**config.mk**
```make
export PLATFORM = sky130hd
export DESIGN_NAME = stream_demux
export DESIGN_NICKNAME = d
export VERILOG_FILES = /design/src/rtl/demux_pkg.sv /design/src/rtl/demux_chan_fifo.sv /design/src/rtl/stream_demux.sv
export SDC_FILE = /design/constraint.sdc
export NUM_CORES = 1
export LEC_CHECK = 0
export CORE_UTILIZATION = 50
export CTS_BUF_LIST = sky130_fd_sc_hd__clkbuf_8
export DETAILED_ROUTE_END_ITERATION = 8
export PLACE_DENSITY = 0.82
export SYNTH_ARGS = -nofsm -noshare
export SYNTH_HDL_FRONTEND = slang
export SYNTH_SLANG_ARGS = --single-unit
```
**constraint.sdc**
```tcl
create_clock -name clk_i -period 2.4 [get_ports clk_i]
set_input_delay 0.48 -clock clk_i [delete_from_list [all_inputs] [get_ports clk_i]]
set_output_delay 0.48 -clock clk_i [all_outputs]
set_load 0.05 [all_outputs]
```
**src/rtl/demux_pkg.sv**
```systemverilog
// Shared definitions for the buffered stream demultiplexer.
// Optional feature macro: DEMUX_DROP_CNT_EN (saturating drop counter).
package demux_pkg;

  // Width of the saturating drop counter.
  localparam int DROP_CNT_W = 16;

  // Occupancy counter width: one extra bit so that "full" (count == DEPTH) is representable.
  function automatic int fifo_cnt_w(input int depth);
    return $clog2(depth) + 1;
  endfunction

  // A select is routable only when it names an existing channel.
  function automatic logic is_valid_sel(input int sel, input int nb);
    return sel < nb;
  endfunction

endpackage

```
**src/rtl/demux_chan_fifo.sv**
```systemverilog
// One channel buffer: small FIFO with push/full and pop/empty/head.
// The head is zeroed while empty so consumers never see stale data.
module demux_chan_fifo
  import demux_pkg::*;
#(
  parameter int DATA_W = 32,
  parameter int DEPTH  = 2
) (
  input  logic              clk,
  input  logic              rst_n,
  input  logic              push,
  input  logic [DATA_W-1:0] push_data,
  output logic              full,
  input  logic              pop,
  output logic              empty,
  output logic [DATA_W-1:0] head
);

  localparam int PTR_W = $clog2(DEPTH);
  localparam int CNT_W = fifo_cnt_w(DEPTH);

  typedef logic [CNT_W-1:0] fifo_cnt_t;

  logic [DATA_W-1:0] mem [DEPTH];
  logic [PTR_W-1:0]  wr_ptr_reg;
  logic [PTR_W-1:0]  rd_ptr_reg;
  fifo_cnt_t         count_reg;
  logic              push_ok;
  logic              pop_ok;

  assign full    = (count_reg == fifo_cnt_t'(DEPTH));
  assign empty   = (count_reg == '0);
  assign push_ok = push && !full;
  assign pop_ok  = pop && !empty;
  assign head    = empty ? '0 : mem[rd_ptr_reg];

  // Pointer and occupancy bookkeeping; pointers wrap naturally since DEPTH is a power of two.
  always_ff @(posedge clk or negedge rst_n) begin
    if (!rst_n) begin
      wr_ptr_reg <= '0;
      rd_ptr_reg <= '0;
      count_reg  <= '0;
    end else begin
      if (push_ok) wr_ptr_reg <= wr_ptr_reg + PTR_W'(1);
      if (pop_ok)  rd_ptr_reg <= rd_ptr_reg + PTR_W'(1);
      case ({push_ok, pop_ok})
        2'b10:   count_reg <= count_reg + fifo_cnt_t'(1);
        2'b01:   count_reg <= count_reg - fifo_cnt_t'(1);
        default: count_reg <= count_reg;
      endcase
    end
  end

  // Payload storage; contents need no reset because the head is masked while empty.
  always_ff @(posedge clk) begin
    if (push_ok) mem[wr_ptr_reg] <= push_data;
  end

endmodule

```
**src/rtl/stream_demux.sv**
```systemverilog
// Buffered 1-to-N stream demultiplexer: select decode, ready mux and drop logic,
// with one demux_chan_fifo per channel so stalled consumers do not block each other.
// Optional feature macro: DEMUX_DROP_CNT_EN adds the saturating drop_cnt_o output.
module stream_demux
  import demux_pkg::*;
#(
  parameter  int NB_CHANNELS = 4,
  parameter  int DATA_W      = 32,
  parameter  int DEPTH       = 2,
  localparam int SEL_W       = $clog2(NB_CHANNELS)
) (
  input  logic                               clk_i,
  input  logic                               rst_n_i,
  input  logic                               in_valid_i,
  output logic                               in_ready_o,
  input  logic [DATA_W-1:0]                  in_data_i,
  input  logic [SEL_W-1:0]                   in_sel_i,
  output logic [NB_CHANNELS-1:0]             out_valid_o,
  input  logic [NB_CHANNELS-1:0]             out_ready_i,
  output logic [NB_CHANNELS-1:0][DATA_W-1:0] out_data_o,
  output logic                               drop_o
`ifdef DEMUX_DROP_CNT_EN
  ,
  output logic [DROP_CNT_W-1:0]              drop_cnt_o
`endif
);

  logic [NB_CHANNELS-1:0] sel_hit;
  logic [NB_CHANNELS-1:0] push_vec;
  logic [NB_CHANNELS-1:0] full_vec;
  logic [NB_CHANNELS-1:0] empty_vec;
  logic                   sel_ok;
  logic                   accept;
  logic                   drop_next;
  logic                   drop_reg;

  // Out-of-range selects are always accepted (and discarded); otherwise ready depends only
  // on the target channel's occupancy, never on out_ready_i.
  assign sel_ok     = is_valid_sel(int'(in_sel_i), NB_CHANNELS);
  assign in_ready_o = sel_ok ? !(|(sel_hit & full_vec)) : 1'b1;
  assign accept     = in_valid_i && in_ready_o;
  assign drop_next  = accept && !sel_ok;

  genvar gi;
  generate
    for (gi = 0; gi < NB_CHANNELS; gi++) begin : g_chan
      assign sel_hit[gi]  = (in_sel_i == SEL_W'(gi));
      assign push_vec[gi] = accept && sel_hit[gi];

      demux_chan_fifo #(
        .DATA_W (DATA_W),
        .DEPTH  (DEPTH)
      ) u_fifo (
        .clk       (clk_i),
        .rst_n     (rst_n_i),
        .push      (push_vec[gi]),
        .push_data (in_data_i),
        .full      (full_vec[gi]),
        .pop       (out_ready_i[gi]),
        .empty     (empty_vec[gi]),
        .head      (out_data_o[gi])
      );

      assign out_valid_o[gi] = !empty_vec[gi];
    end
  endgenerate

  // One-cycle drop pulse, registered one cycle after the discarded accept.
  always_ff @(posedge clk_i or negedge rst_n_i) begin
    if (!rst_n_i) drop_reg <= 1'b0;
    else          drop_reg <= drop_next;
  end

  assign drop_o = drop_reg;

`ifdef DEMUX_DROP_CNT_EN
  logic [DROP_CNT_W-1:0] drop_cnt_reg;

  // Saturating count of discarded transactions, cleared only by reset.
  always_ff @(posedge clk_i or negedge rst_n_i) begin
    if (!rst_n_i)                            drop_cnt_reg <= '0;
    else if (drop_next && drop_cnt_reg != '1) drop_cnt_reg <= drop_cnt_reg + DROP_CNT_W'(1);
  end

  assign drop_cnt_o = drop_cnt_reg;
`endif

endmodule

```
### Yosys cells after proc, flatten, opt, wreduce, memory -nomap -nowiden

Memory sizes are Yosys's and may differ from the RTL's.
Index checks and enable logic that the tools add are counted.

* flip-flop bits (word level): 16
* bits in writable memories: 256
* input port bits: 41
* output and inout bits: 134
* logic and storage cells: 96
* memories kept: 4

* add/subtract/negate cells: 16
* equal/unequal tests: 15
* multiplexer cells: 16
* bitwise logic cells: 1
* reduce and logical (&&, ||, !) cells: 32

Memory list
* g_chan[0].u_fifo.mem: depth 2, bits a word 32, rd ports 1, clocked after memory_dff 0, wr ports 1, RTL line demux_chan_fifo.sv:24 `logic [DATA_W-1:0] mem [DEPTH];`
* g_chan[1].u_fifo.mem: depth 2, bits a word 32, rd ports 1, clocked after memory_dff 0, wr ports 1, RTL line demux_chan_fifo.sv:24
* g_chan[2].u_fifo.mem: depth 2, bits a word 32, rd ports 1, clocked after memory_dff 0, wr ports 1, RTL line demux_chan_fifo.sv:24
* g_chan[3].u_fifo.mem: depth 2, bits a word 32, rd ports 1, clocked after memory_dff 0, wr ports 1, RTL line demux_chan_fifo.sv:24

Operator list (count)
* two-way mux 32 bit: 4
* == test 2 bit, second input constant: 10
* one-hot mux 2 bit (2 select lines): 4
* logical AND 1 bit: 13
* == test 2 x 1 -> 1 bit, second input constant: 5
* zero test 2 bit: 5
* zero test 1 bit: 9
* adder 1 bit, second input constant: 8
* adder 2 x 1 -> 2 bit, second input constant: 4
* two-way mux 1 bit: 8
* nonzero test 2 bit: 4
* subtractor 2 x 1 -> 2 bit, second input constant: 4
* AND 4 bit: 1
* OR reduction 4 bit: 1

### Logic depth before layout (Yosys ltp)

Gate-level depths: netlist of the first run.

* word-level depth: 9
* mapped depth: 7
* gate-level depth less buffers: 7

### Cells and area by module

From an unflattened synthesis of the first run, not the netlist that was laid out.

* cells, all modules: 625
* area total of the unflattened synthesis: 10560.1 µm²

Modules (own cells, without submodules)
* demux_chan_fifo: times used 4, cells each 153, area an instance 2617.5 µm²
* stream_demux: times used 1, cells each 13, area an instance 90.1 µm²

### Worst setup path before layout of the first run

No wires, ideal clock.

* kind: input port to flip-flop
* from: input in_sel_i[1]
* to: memory g_chan[0].u_fifo.mem[0][0], enable pin
* arrival: 2135 ps
* data required time: 1979 ps
* path slack: -157 ps
* stages on the path: 3
* path through: nor3b_2 -> nand2_1 -> nor2_1

* cells in the longest elaborated chain, start to end: 9

Ends and longest elaborated chain
* start: declaration: RTL line stream_demux.sv:17 `input logic [SEL_W-1:0] in_sel_i,`
* == test 2 x 1 -> 1 bit (tied with other cells): RTL line stream_demux.sv:47 `assign sel_hit[gi] = (in_sel_i == SEL_W'(gi));`
* AND 4 bit: RTL line stream_demux.sv:40 `assign in_ready_o = sel_ok ? !(|(sel_hit & full_vec)) : 1'b1;`
* OR reduction 4 bit: RTL line stream_demux.sv:40
* zero test 1 bit: RTL line stream_demux.sv:40
* logical AND 1 bit: RTL line stream_demux.sv:41 `assign accept = in_valid_i && in_ready_o;`
* logical AND 1 bit (*): RTL line stream_demux.sv:48 `assign push_vec[gi] = accept && sel_hit[gi];`
* logical AND 1 bit (*): RTL line demux_chan_fifo.sv:33 `assign push_ok = push && !full;`
* two-way mux 1 bit (*): RTL line demux_chan_fifo.sv:56 `if (push_ok) mem[wr_ptr_reg] <= push_data;`
* two-way mux 1 bit (not written as such) (*): RTL line demux_chan_fifo.sv:56
* end: declaration: RTL line demux_chan_fifo.sv:24

Mark *: on every way between the ends. The rest lies on a longest branch, timed or not.

### Worst setup path in the final report of the first run

* from: register g_chan[2].u_fifo.count_reg[0]
* to: output in_ready_o

* cells in the longest elaborated chain, start to end: 4

Ends and longest elaborated chain
* start: declaration: RTL line demux_chan_fifo.sv:27 `fifo_cnt_t count_reg;`
* start signal: assignment: RTL line demux_chan_fifo.sv:47 `2'b10: count_reg <= count_reg + fifo_cnt_t'(1);`
* start signal: assignment: RTL line demux_chan_fifo.sv:48 `2'b01: count_reg <= count_reg - fifo_cnt_t'(1);`
* start signal: assignment: RTL line demux_chan_fifo.sv:49 `default: count_reg <= count_reg;`
* == test 2 bit: RTL line demux_chan_fifo.sv:31 `assign full = (count_reg == fifo_cnt_t'(DEPTH));`
* AND 4 bit: RTL line stream_demux.sv:40
* OR reduction 4 bit: RTL line stream_demux.sv:40
* zero test 1 bit: RTL line stream_demux.sv:40
* end: declaration: RTL line stream_demux.sv:15 `output logic in_ready_o,`

Every way passes these cells.

==> summary.md, run 1 <==
The run finished with clean final reports. In this run the worst path has a maximum fanout of 4. Final clock period utilization by the worst path: 0.985. The logs give 0 for the number of inserted diodes and 0 for the total grt overflow. For the level count of the clock H-tree, the log shows 2. The commonest cells after synthesis are 256 x sky130_fd_sc_hd__edfxtp_1, 139 x sky130_fd_sc_hd__nor2_1, 128 x sky130_fd_sc_hd__mux2i_1. The number of global-route vias before repair is 6150, and the power density over the cells is 1470 mW/mm².

The horizontal extent of the die came out at 147 µm. The logs give 0.697 for the final core area utilization and 0.0204 mm² for the core outline area. In the final design database the tool counted 881 nets. The run gives 436 as the starting DRC count in detailed routing. In this run the cell area of the synthesized design comes to 0.0105 mm². The layout overhead on the synthesized area was 35.8%. The count of final max-slew check failures was 0; the clock latency on the worst-skew pair was 0.53 ns. The maximum clock insertion buffer count was 3; the switching power was 9.04 mW. The count of cell types in the netlist is 21.

TritonCTS built the clock tree. The power consumption came out at 20.9 mW. The tools report the nature of the critical path startpoint as a register. The final number of hold-violating endpoints is 0.

TritonCTS created 42 clock buffers. Leaving out filler cells and counting taps, the final layout contains 1138. After filler insertion, the fill cell instance count of the layout stands at 1283. The clock net in this run drives a total of 272 sinks.

Number of enable-type register cells in the synthesized netlist: 256. The detail-routed net length per standard cell was 20.9 µm. Critical path buffer and inverter count: 1.

Initial antenna violation count: 0. The run gives 0.0142 mm² as the post-route standard cell area excluding fillers. The first global-routing pass estimated 35700 µm of wire. The number of remaining DRC errors came out at 0. The startpoint identified for the worst register-to-register timing path is g_chan[2].u_fifo.count_reg[1]. Data on the critical path arrives at its endpoint at 1.88 ns.

The most congested layer reported by global routing was met2. In this run, synthesis produced a sequential element count of 272. The power share of the sequential group is 0.284, and the fraction of met1 tracks used by global routing is 0.304.

The tools report the routing usage on met3 as 0.0503. Summed over all instances, the cell type with the most area after synthesis is sky130_fd_sc_hd__edfxtp_1. The most frequent cell after synthesis was sky130_fd_sc_hd__edfxtp_1. The tools report the number of top-level pins as 175.

The logs give 5.52 nW for the leakage dissipation and 23800 µm for the post-detailed-routing wire length. The aggregate global-route resource usage was 0.223; the average cell area after synthesis was 16.9 µm². The path type of the worst min-delay path is in2async. The floorplan has 52 rows. The combinational group share of total power is 0.555, and the number of placed instances, taps included is 1059. Final hold analysis gives a worst-case slack of 0.424 ns. The slowest stage cell on the critical path was sky130_fd_sc_hd__dfrtp_1.

After detailed routing, the number of vias per cell comes to 5.20. The first TritonRoute pass finished after 5 iterations. For this run, the top clock speed supported by timing is 423 MHz. At the end of routability-driven placement, the weighted congestion stood at 0.796. Once placement finished, the instance area stood at 0.0135 mm². The global routing usage on met2 was 0.360. Synthesis produced a netlist with a net count of 664. After legalization and detailed placement, the total HPWL measured 15600 µm. Clock-pin slew was measured on the worst setup and hold paths at 0.06 ns. The critical path launch point was g_chan[2].u_fifo.count_reg[0].

The share of flip-flops with an asynchronous set or reset is 0.0588, and the post-synthesis cell count is 619. The max-capacitance violation count was 0; the share of cells above drive strength 1 was 0.270. Walking the worst path, the cells encountered are nand2b_1 -> mux4_2 -> buf_4. The worst stage delay on the critical path is 0.46 ns.

The tightest slew margin relative to the limit was 0.451. Count of input and output buffers: 173. The logs give 0.771 for the sequential share of the synthesized area and 1.92 ns for the data required time at the worst endpoint. The kind of end point of the critical path was an output port. The total of endpoints with negative setup slack in the final report is 0. The die is 147 µm tall. The worst-case IR drop observed on VDD is 997 µV. The tools report the root buffer cell as sky130_fd_sc_hd__clkbuf_8. The register with the most flip-flops in the layout has 256 of them. The routed layout has 5920 vias. Initial standard-cell utilization of the core: 0.513.

The post-route minimum period was 2.36 ns. For the pin with the worst max-slew slack, the measured transition is 0.821 ns. The yosys synthesis warning count is 0. By area the synthesized netlist is led by sky130_fd_sc_hd__edfxtp_1 73%, sky130_fd_sc_hd__mux2i_1 12%, sky130_fd_sc_hd__nor2_1 5.0%, sky130_fd_sc_hd__dfrtp_1 3.8%, sky130_fd_sc_hd__xnor2_1 1.0%. The detail route stage leaves a number of antenna-violating nets equal to 0. Internal power comes to 11.8 mW. For this run, the leading register cell type out of synthesis is sky130_fd_sc_hd__edfxtp_1.

Entering global routing, the biggest net connects 34 pins. The cell family contributing the most delay on the critical path is flip-flops. Clock network fraction of design power: 0.161. The worst setup path is of the reg2out kind. The floorplan step defined a die boundary enclosing 0.0216 mm².

The area fraction of the dominant cell type after synthesis is 0.733. The fraction of power spent switching nets came out at 0.433. The largest clock skew in the final design was 0.0211 ns.
[power by group through the flow]
stage          sequential, mW  combinational [mW]  clock, mW
2_1_floorplan            5.92                6.64          0
5_1_grt                  5.97                12.0       3.66
4_1_cts                  5.93                11.6       3.44
6_report                 5.93                11.6       3.36
3_5_place_dp             6.02                11.5          0
3_3_place_gp             5.99                11.4          0
[what timing repair did]
item / in CTS / in global routing
gates resized for setup: 2 / 6
pin swaps: 1 / 0
hold buffers: 0 / 0
endpoints found under the setup margin: 29 / 63
endpoints found under the hold margin: 0 / 0
setup buffers: 3 / 0
[path summary, 6_finish.rpt]
kind	depth (start not counted)	to	slack (ns)
max reg2reg	8	g_chan[2].u_fifo.count_reg[1]	0.55
max in group asynchronous	1	g_chan[1].u_fifo.rd_ptr_reg	1.40
max	3	in_ready_o	0.04
min	1	g_chan[1].u_fifo.wr_ptr_reg	0.42
min in group clk_i	1	g_chan[1].u_fifo.count_reg[1]	0.55
min reg2reg	1	g_chan[1].u_fifo.count_reg[1]	0.55
[cell type report]
class,count,area (µm²),area share
clock buffers,44,606,0.0425
well taps,270,338,0.0237
flip-flops and latches,272,8090,0.568
multi-input cells,311,2270,0.159
repair buffers,202,2780,0.195
inverters,7,26.3,0.00184
clock inverters,32,129,0.00905
[worst reg2reg max path, stage by stage (launching register included)]
cell	delay [ns]
sky130_fd_sc_hd__dfrtp_1	0.44
sky130_fd_sc_hd__nor2_4	0.25
sky130_fd_sc_hd__buf_4	0.17
sky130_fd_sc_hd__inv_2	0.04
sky130_fd_sc_hd__and2_1	0.21
sky130_fd_sc_hd__ha_1	0.24
sky130_fd_sc_hd__xnor2_1	0.13
sky130_fd_sc_hd__nor2_1	0.13
sky130_fd_sc_hd__xor2_1	0.16
[cells in the final DEF, fill, tap and decap left out, types with 8 or more instances in the layout]
cell and count:
sky130_fd_sc_hd__mux2i_1 128, sky130_fd_sc_hd__buf_4 64, sky130_fd_sc_hd__nor2_4 11, sky130_fd_sc_hd__nor2_1 131, sky130_fd_sc_hd__buf_12 91, sky130_fd_sc_hd__xnor2_1 12
sky130_fd_sc_hd__edfxtp_1 256, sky130_fd_sc_hd__clkbuf_8 44, sky130_fd_sc_hd__clkinv_1 8, sky130_fd_sc_hd__xor2_1 8, sky130_fd_sc_hd__dfrtp_1 12, sky130_fd_sc_hd__clkdlybuf4s50_1 40
sky130_fd_sc_hd__inv_1 22
[per-stage QoR]
step                setup slack (ns)  TNS, ns
floorplan                     -0.124   -15.84
global placement               0.113        0
detailed placement            0.0816        0
CTS                          0.00668        0
global route                 -0.0218  -0.0218
finish                        0.0369        0
[layer usage]
metal / routed length [µm] / share of wire
met4: 438 / 0.018
met3: 1720 / 0.072
met5: 0 / 0
met2: 11700 / 0.49
met1: 9930 / 0.42
[logic make-up (layout without fill, tap and decap cells)]
logic type,Yosys count,in the layout,synth area share
and+or+nand+nor,157,157,0.0631
DFF,272,272,0.771
adders and majority gates,4,4,0.00477
xor gates and xnor gates,20,20,0.0167
buffers and inverters,36,285,0.0194
other,1,1,0.000358
muxes,129,129,0.124
Power figures use the tool's default switching activity.
==> run 2: changes to the inputs <==
--- a/config.mk
+++ b/config.mk
@@ -8,7 +8,9 @@
 export CORE_UTILIZATION = 50
 export CTS_BUF_LIST = sky130_fd_sc_hd__clkbuf_8
 export DETAILED_ROUTE_END_ITERATION = 8
-export PLACE_DENSITY = 0.82
+export DONT_BUFFER_PORTS = 1
+export PLACE_DENSITY = 0.71
 export SYNTH_ARGS = -nofsm -noshare
 export SYNTH_HDL_FRONTEND = slang
+export SYNTH_HIERARCHICAL = 1
 export SYNTH_SLANG_ARGS = --single-unit
==> run 2 against run 1 <==
Clock skew down 0.0013 ns. Utilization shrank 7.1 points. Die area up 0.70%. Routed wire length decreased by 3.3%. Setup slack gained 0.0079 ns. Flip-flop and latch count stayed put. Non-clock buffer count down 38. Count of clock-buffer cells in the layout fell by 1. Via count is 1.3% lower. Highest routed layer unchanged.
==> summary.md, run 2 <==
The post-layout instance count excluding filler cells is 1107 (-2.7%), and the initial standard-cell utilization of the core is 0.515 (+0.00197). Aggregate global-route resource usage: 0.215 (-0.00858). The post-synthesis cell count is 625 (+0.97%), and the synthesized area is 0.0106 mm² (+0.70%).

The depth of the worst register-to-register path works out to 7 (-1). First-pass GRT wire length: 34700 µm (-2.9%). Transition time of the tightest slew-check pin: 0.794 ns (-0.0264 ns).

Flop and latch count out of synthesis: 272 (unchanged). The HPWL reported at the end of detailed placement was 14300 µm (-8.6%); the largest net degree at the start of global routing was 34 (unchanged). In this run the worst setup path terminates at in_ready_o.

The placed instance area is 0.0120 mm² (-11%). The via count normalized by instance count is 5.28 (+1.5%), and the sequential share of the synthesized area is 0.766 (-0.00539). Worst endpoint data arrival time: 1.88 ns (about the same). The final total negative setup slack is 0 ns (unchanged). The die extent in y was 147 µm (+0.35%); the number of filler instances in the final layout was 1466 (+14%). For the number of global-route vias before repair, the log shows 6081 (-1.1%). Setup repair after global routing could not meet its margin everywhere.

For the worst-case register-to-register setup slack, the log shows 0.44 ns (-0.11 ns). The slowest stage of the critical path belongs to the cell sky130_fd_sc_hd__mux4_2. The run finished with clean final reports. For the data required time at the worst endpoint, the log shows 1.92 ns (about the same). The tools report the number of iterations in the first detailed-routing pass as 4 (-1). The final clock period utilization by the worst path is 0.981 (-0.00331). The number of nets in the synthesized netlist came out at 670 (+0.90%). Post-route standard cell area excluding fillers: 0.0128 mm² (-9.9%). The vias after detailed routing is 5844 (-1.3%). The run gives 850 (-3.5%) as the net count reported at finish. The worst hold path belongs to the class in2reg.

The number of placement rows is 52 (unchanged), and the number of placed instances, taps included is 1022 (-3.5%). The maximum clock insertion buffer count was 3 (unchanged); the critical path buffer and inverter count was 2 (+1). Number of remaining DRC errors: 0 (unchanged). sky130_fd_sc_hd__edfxtp_1 takes more of the synthesized area than any other cell. The layout overhead on the synthesized area works out to 21.5%. The tools report the remaining antenna violation count after routing as 0 (unchanged). STA classifies the critical path endpoint as an output port. The number of enable-type register cells in the synthesized netlist was 256 (unchanged). TritonCTS built the clock tree.

In this run the critical register-to-register path is launched from g_chan[0].u_fifo/count_reg[0]. Largest clock skew in the final design: 0.0198 ns (-0.00130 ns). The library cells used most frequently in the layout, excluding fill and tap cells, are 256 x sky130_fd_sc_hd__edfxtp_1, 158 x sky130_fd_sc_hd__buf_4, 132 x sky130_fd_sc_hd__nor2_1. By startpoint and endpoint, the worst setup path is classified as reg2out.

The critical path depth in cells was 4 (+1). Worst hold margin: 0.0434 ns (-0.380 ns). Worst stage delay on the critical path: 0.51 ns (+0.05 ns). The total grt overflow was 0 (unchanged); the CTS sink count was 272 (unchanged). For the highest attainable clock frequency, the log shows 425 MHz (+0.34%). Grouping stages by cell kind, the critical path spends the most delay in multiplexers. Floorplan die area: 0.0217 mm² (+0.70%). The total of endpoints with negative setup slack in the final report is 0 (unchanged). The core outline area was 0.0205 mm² (+0.32%).

Leaving out fill and tap cells, the most frequent cell in the layout is sky130_fd_sc_hd__edfxtp_1. Area fraction of the dominant cell type after synthesis: 0.728 (-0.00512). Root buffer cell: sky130_fd_sc_hd__clkbuf_8. Endpoint of the most critical register-to-register path: g_chan[0].u_fifo/count_reg[1]. Detail-routed net length per standard cell: 20.8 µm (-0.59%). The run gives 6 (+6) as the yosys synthesis warning count. The tools report the nature of the critical path startpoint as a register. The count of input and output buffers was 0 (-100%); the routing usage on met3 was 0.0559 (+0.00559). The tools report the number of top-level pins as 175 (unchanged). The tools report the clock latency on the worst-skew pair as 0.53 ns (about the same).

The number of inserted diodes came out at 0 (unchanged). The tools report the tightest slew margin relative to the limit as 0.469 (+0.0176). In the synthesized netlist the dominant register cell turns out to be sky130_fd_sc_hd__edfxtp_1. The worst-path maximum fanout was 4 (unchanged); the count of cell types in the netlist was 22 (+4.8%). For the level count of the clock H-tree, the log shows 2 (unchanged).

For the post-detailed-routing wire length, the log shows 23000 µm (-3.3%). Critical path launch point: g_chan[3].u_fifo/count_reg[0]. The post-route minimum period was 2.36 ns (-0.00794 ns). The average cell area after synthesis is 16.9 µm² (-0.26%), and the final number of hold-violating endpoints is 0 (unchanged).

The share of flip-flops with an asynchronous set or reset was 0.0588 (unchanged). The run gives 0.751 (-5.6%) as the placer congestion estimate. The initial antenna violation count was 0 (unchanged). The critical path goes through nand2b_4 -> inv_2 -> mux4_2 -> clkinvlp_4. The TritonCTS buffer count came out at 43 (+2.4%). Share of cells above drive strength 1: 0.300 (+0.0303).

The tools report the fraction of met1 tracks used by global routing as 0.266 (-0.0378). For the starting DRC count in detailed routing, the log shows 287 (-34%). The flip-flop count of the largest register after layout came out at 256 (unchanged). The logs give 0 (unchanged) for the max-capacitance violation count and 0 (unchanged) for the count of final max-slew check failures.

Most frequent cell after synthesis: sky130_fd_sc_hd__edfxtp_1. The global routing usage on met2 was 0.365 (+0.00490); the horizontal extent of the die was 147 µm (+0.35%). After synthesis, the cell types taking the most area are sky130_fd_sc_hd__edfxtp_1 73%, sky130_fd_sc_hd__mux2i_1 12%, sky130_fd_sc_hd__nor2_1 4.8%, sky130_fd_sc_hd__dfrtp_1 3.8%, sky130_fd_sc_hd__buf_6 1.3%. In the synthesized netlist, the cells that appear most often are 256 x sky130_fd_sc_hd__edfxtp_1, 136 x sky130_fd_sc_hd__nor2_1, 128 x sky130_fd_sc_hd__mux2i_1.

The most congested layer reported by global routing is met2. The clock-pin slew on the worst setup and hold paths came out at 0.06 ns (about the same).
==> run 2: cell types whose count changed in the layout (fill, tap and decap cells not counted), moves of 4 or more <==
cell / previous run / this run
sky130_fd_sc_hd__and2_1: 4 / 0
sky130_fd_sc_hd__clkdlybuf4s50_1: 40 / 0
sky130_fd_sc_hd__buf_6: 4 / 0
sky130_fd_sc_hd__nand2_1: 1 / 5
sky130_fd_sc_hd__buf_4: 64 / 158
sky130_fd_sc_hd__nor2b_2: 0 / 4
sky130_fd_sc_hd__buf_12: 91 / 5
sky130_fd_sc_hd__dfrtp_1: 12 / 6
sky130_fd_sc_hd__dfrtp_2: 4 / 10
sky130_fd_sc_hd__nand2b_1: 4 / 0
sky130_fd_sc_hd__nand2b_4: 0 / 4
==> run 2: how the worst min path moves through the flow <==
stage	cells after the start	endpoint	start	slack [ns]
CTS	0	g_chan[0].u_fifo/mem[0][27]	in_data_i[27]	0.003
global route	0	g_chan[0].u_fifo/mem[1][0]	in_data_i[0]	0.007
detailed placement	0	g_chan[2].u_fifo/count_reg[0]	rst_n_i	0.19
global placement	0	g_chan[2].u_fifo/rd_ptr_reg	rst_n_i	0.19
floorplan	0	g_chan[0].u_fifo/count_reg[0]	rst_n_i	0.18
finish	0	g_chan[0].u_fifo/mem[1][0]	in_data_i[0]	0.04
==> run 2: metal layers <==
layer | vias up | share of wire
met3 | 36 | 0.076
li1 | 2643 | -
met5 | - | 0
met1 | 2931 | 0.40
met4 | 0 | 0.018
met2 | 234 | 0.51
==> run 2: timing repair <==
item	in CTS	in global routing
gates resized for setup	13	1
hold endpoints to repair	16	0
pin swaps	0	1
setup buffers	1	6
gates cloned	0	0
hold buffers	1	0
setup endpoints to repair	16	7
==> run 2: worst register-to-register path: cells and delay by family, from the launching register on <==
kind                       cells  cell delay (ns)
xor gates and xnor gates       1             0.18
adders and majority gates      1             0.38
buffers and inverters          1             0.06
DFF                            1             0.40
and+or+nand+nor                4             0.87
==> run 2: per-stage QoR <==
stage	setup WS, ns	util
after global routing	-0.0165	0.626
final	0.0448	0.626
after floorplan	0.113	-
after detailed placement	0.354	0.584
after global placement	0.420	0.584
after CTS	-0.00681	0.624
==> run 2: kinds of logic after synthesis <==
group         after synthesis  synth area share
flops                     272             0.766
buf+inv                    38            0.0252
mux                       129             0.123
other cells                 1          0.000355
fa+ha+maj                   4           0.00474
simple gates              161            0.0637
xor+xnor                   20            0.0166
==> run 2: final cells by class <==
| type | count | area [µm²] | area share |
|---|---|---|---|
| inverters | 9 | 37.5 | 0.00293 |
| repair buffers | 164 | 1300 | 0.101 |
| multi-input cells | 315 | 2290 | 0.179 |
| clock buffers | 43 | 592 | 0.0461 |
| well taps | 270 | 338 | 0.0263 |
| clock inverters | 34 | 175 | 0.0137 |
| flip-flops and latches | 272 | 8100 | 0.631 |
Power of run 2 is not shown: default switching activity piles up to over one toggle a cycle in this logic, so the estimate is an artifact.
==> run 3: changes to the inputs <==
--- a/config.mk
+++ b/config.mk
@@ -5,11 +5,12 @@
 export SDC_FILE = /design/constraint.sdc
 export NUM_CORES = 1
 export LEC_CHECK = 0
+export ABC_CLOCK_PERIOD_IN_PS = 2900
 export CORE_UTILIZATION = 50
 export CTS_BUF_LIST = sky130_fd_sc_hd__clkbuf_8
 export DETAILED_ROUTE_END_ITERATION = 8
 export DONT_BUFFER_PORTS = 1
-export PLACE_DENSITY = 0.71
+export PLACE_DENSITY = 0.68
 export SYNTH_ARGS = -nofsm -noshare
 export SYNTH_HDL_FRONTEND = slang
 export SYNTH_HIERARCHICAL = 1
==> constraint.sdc (replaced) <==
create_clock -name clk_i -period 2.9 [get_ports clk_i]
set_input_delay 0.58 -clock clk_i [delete_from_list [all_inputs] [get_ports clk_i]]
set_output_delay 0.58 -clock clk_i [all_outputs]
set_load 0.05 [all_outputs]
==> run 3 against run 2 <==
Worst hold slack improved by 0.094 ns. First-iteration DRC count rose by 15%. Via count fell by 1.3%. Non-clock buffer count fell by 15. Final cell count fell by 1.1%. Die area did not move. Critical endpoint is now out_data_o[60]. Highest routed layer unchanged. Critical path depth did not move. Routed wire length rose by 1.0%.
==> summary.md, run 3 (synthesis results as in run 2) <==
The routed design could run at a clock period as short as 2.71 ns. The number of remaining DRC errors is 0 (unchanged). The cell family contributing the most delay on the critical path was flip-flops.

For the post-detailed-routing wire length, the log shows 23200 µm (+1.0%). In this run the critical register-to-register path is captured at g_chan[0].u_fifo/mem[0][19]. The run gives 0.0106 ns (-0.00921 ns) as the largest clock skew in the final design. The post-layout instance count excluding filler cells was 1095 (-1.1%). The level count of the clock H-tree came out at 2 (unchanged). Static timing analysis puts the maximum clock frequency at 369 MHz. The slowest stage cell on the critical path is sky130_fd_sc_hd__dfrtp_4. The tools report the number of placed instances, taps included as 1014 (-0.78%).

The nature of the critical path startpoint was a register. The CTS sink count is 272 (unchanged), and the share of cells above drive strength 1 is 0.280 (-0.0199). The flip-flop count of the largest register after layout is 256 (unchanged).

The kind of end point of the critical path is an output port. The horizontal extent of the die works out to 147 µm (unchanged). The count of final max-slew check failures came out at 0 (unchanged).

The number of placement rows was 52 (unchanged); the data required time at the worst endpoint was 2.32 ns (+0.40 ns). The placer congestion estimate was 0.765 (+1.8%); the vias after detailed routing was 5770 (-1.3%). The net count reported at finish was 835 (-1.8%).

The largest net degree at the start of global routing was 27 (-21%). TritonCTS built the clock tree. The root buffer cell is sky130_fd_sc_hd__clkbuf_8. The layout overhead on the synthesized area is 21.4%. The tools report the reg-to-reg startpoint as g_chan[0].u_fifo/count_reg[0]. The initial standard-cell utilization of the core came out at 0.515 (unchanged). The maximum clock insertion buffer count was 3 (unchanged). The flow ran to the end, and the final reports show no timing, DRC or antenna violations. The count of input and output buffers was 0 (unchanged); the count of buffers added by post-CTS timing repair for setup was 0 (-1). The die extent in y works out to 147 µm (unchanged). The number of global-route vias before repair is 6090 (+0.15%), and the TritonCTS buffer count is 43 (unchanged). The transition time of the tightest slew-check pin is 0.763 ns (-0.0317 ns).

The worst hold path stage count was 0 (unchanged). The library cell used most frequently in the layout, excluding fill and tap cells, is sky130_fd_sc_hd__edfxtp_1. The remaining antenna violation count after routing was 0 (unchanged). Capture endpoint of the worst hold path: g_chan[1].u_fifo/mem[0][10]. The run gives 1468 (+0.14%) as the number of filler instances in the final layout. By instance count, the cell type seen most on the critical path is sky130_fd_sc_hd__buf_4.

The logs give 0.0205 mm² (unchanged) for the core outline area and 0 (unchanged) for the number of inserted diodes. Aggregate global-route resource usage: 0.220 (+0.00494). The critical path is of the reg2out type. The worst endpoint data arrival time was 2.13 ns (+0.25 ns). The total of endpoints with negative setup slack in the final report is 0 (unchanged). The worst hold path startpoint was in_data_i[10]. The run gives 0 (unchanged) as the max-capacitance violation count. The total grt overflow was 0 (unchanged). The via count normalized by instance count is 5.27 (-0.18%). The depth of the worst register-to-register path is 6 (-1). For the first-pass GRT wire length, the log shows 35200 µm (+1.7%). In the layout the commonest cells are 256 x sky130_fd_sc_hd__edfxtp_1, 136 x sky130_fd_sc_hd__buf_4, 132 x sky130_fd_sc_hd__nor2_1. The tightest slew margin relative to the limit is 0.490 (+0.0212). The number of top-level pins was 175 (unchanged); the final number of hold-violating endpoints was 0 (unchanged). The initial antenna violation count was 0 (unchanged); the floorplan die area was 0.0217 mm² (unchanged). The starting DRC count in detailed routing was 329 (+15%). The number of iterations in the first detailed-routing pass was 4 (unchanged). Setup repair after global routing left no endpoint under its margin. The worst-path maximum fanout was 17 (+13); the clock latency on the worst-skew pair was 0.53 ns (about the same).

The HPWL reported at the end of detailed placement is 15100 µm (+5.7%), and the final total negative setup slack is 0 ns (unchanged). The final clock period utilization by the worst path works out to 0.934. Traced cell by cell, the critical path runs through buf_4 -> mux2i_1 -> nor2_1 -> buf_4. The clock-pin slew on the worst setup and hold paths was 0.06 ns (about the same). The worst stage delay on the critical path is 0.62 ns (+0.11 ns), and the detail-routed net length per standard cell is 21.2 µm (+2.1%). The critical path buffer and inverter count works out to 2 (unchanged). The run gives 0.62 ns (+0.18 ns) as the worst-case register-to-register setup slack. The min-delay analysis places its worst path in the category in2reg.
-- run 3: cell type report --
| class | count | area, µm² | share of cell area |
|---|---|---|---|
| well taps | 270 | 338 | 0.0264 |
| multi-input cells | 315 | 2260 | 0.176 |
| clock buffers | 49 | 674 | 0.0526 |
| repair buffers | 149 | 1270 | 0.0992 |
| clock inverters | 31 | 141 | 0.0110 |
| flip-flops and latches | 272 | 8100 | 0.632 |
| inverters | 9 | 33.8 | 0.00264 |
-- run 3: how the worst max path moves through the flow --
stage | startpoint | endpoint | slack, ns | depth (start not counted)
after floorplan | in_sel_i[0] | g_chan[0].u_fifo/mem[0][0] | 0.05 | 3
after global placement | g_chan[1].u_fifo/rd_ptr_reg | out_data_o[38] | 0.69 | 4
after detailed placement | g_chan[0].u_fifo/count_reg[0] | g_chan[0].u_fifo/mem[0][21] | 0.62 | 6
after CTS | g_chan[1].u_fifo/rd_ptr_reg | out_data_o[60] | 0.04 | 4
after global routing | g_chan[1].u_fifo/rd_ptr_reg | out_data_o[57] | 0.11 | 4
final | g_chan[1].u_fifo/rd_ptr_reg | out_data_o[60] | 0.19 | 4
-- run 3: repair_timing --
| action | in CTS | in global routing |
|---|---|---|
| setup endpoints to repair | 0 | 3 |
| hold endpoints to repair | 16 | 0 |
| hold buffers | 1 | 0 |
| resized for setup | 0 | 1 |
-- run 3: stage by stage --
step	util	setup WS [ns]	hold slack [ns]	instance area, µm²
2_1_floorplan	-	0.0475	0.284	10600
3_5_place_dp	0.585	0.615	0.285	12000
4_1_cts	0.625	0.0371	0.105	12800
6_report	0.625	0.192	0.138	12800
3_3_place_gp	0.585	0.695	0.285	12000
5_1_grt	0.625	0.110	0.0947	12800
-- run 3: layer usage --
layer | vias to the layer above | wire length, µm | part of all wire | track usage
met2 | 216 | 11600 | 0.50 | 0.368
li1 | 2614 | - | - | -
met1 | 2904 | 9570 | 0.41 | 0.281
met3 | 36 | 1570 | 0.067 | 0.0519
met4 | 0 | 495 | 0.021 | 0.0758
met5 | - | 0 | 0 | 0
-- run 3: worst register-to-register path, stage by stage, from the launching register on --
cell                       delay, ns
sky130_fd_sc_hd__dfrtp_1        0.45
sky130_fd_sc_hd__nand2b_1       0.18
sky130_fd_sc_hd__inv_1          0.07
sky130_fd_sc_hd__nor4b_1        0.39
sky130_fd_sc_hd__nand2_1        0.24
sky130_fd_sc_hd__nor2_4         0.39
sky130_fd_sc_hd__buf_12         0.24
Power of run 3 is left out for the same reason.
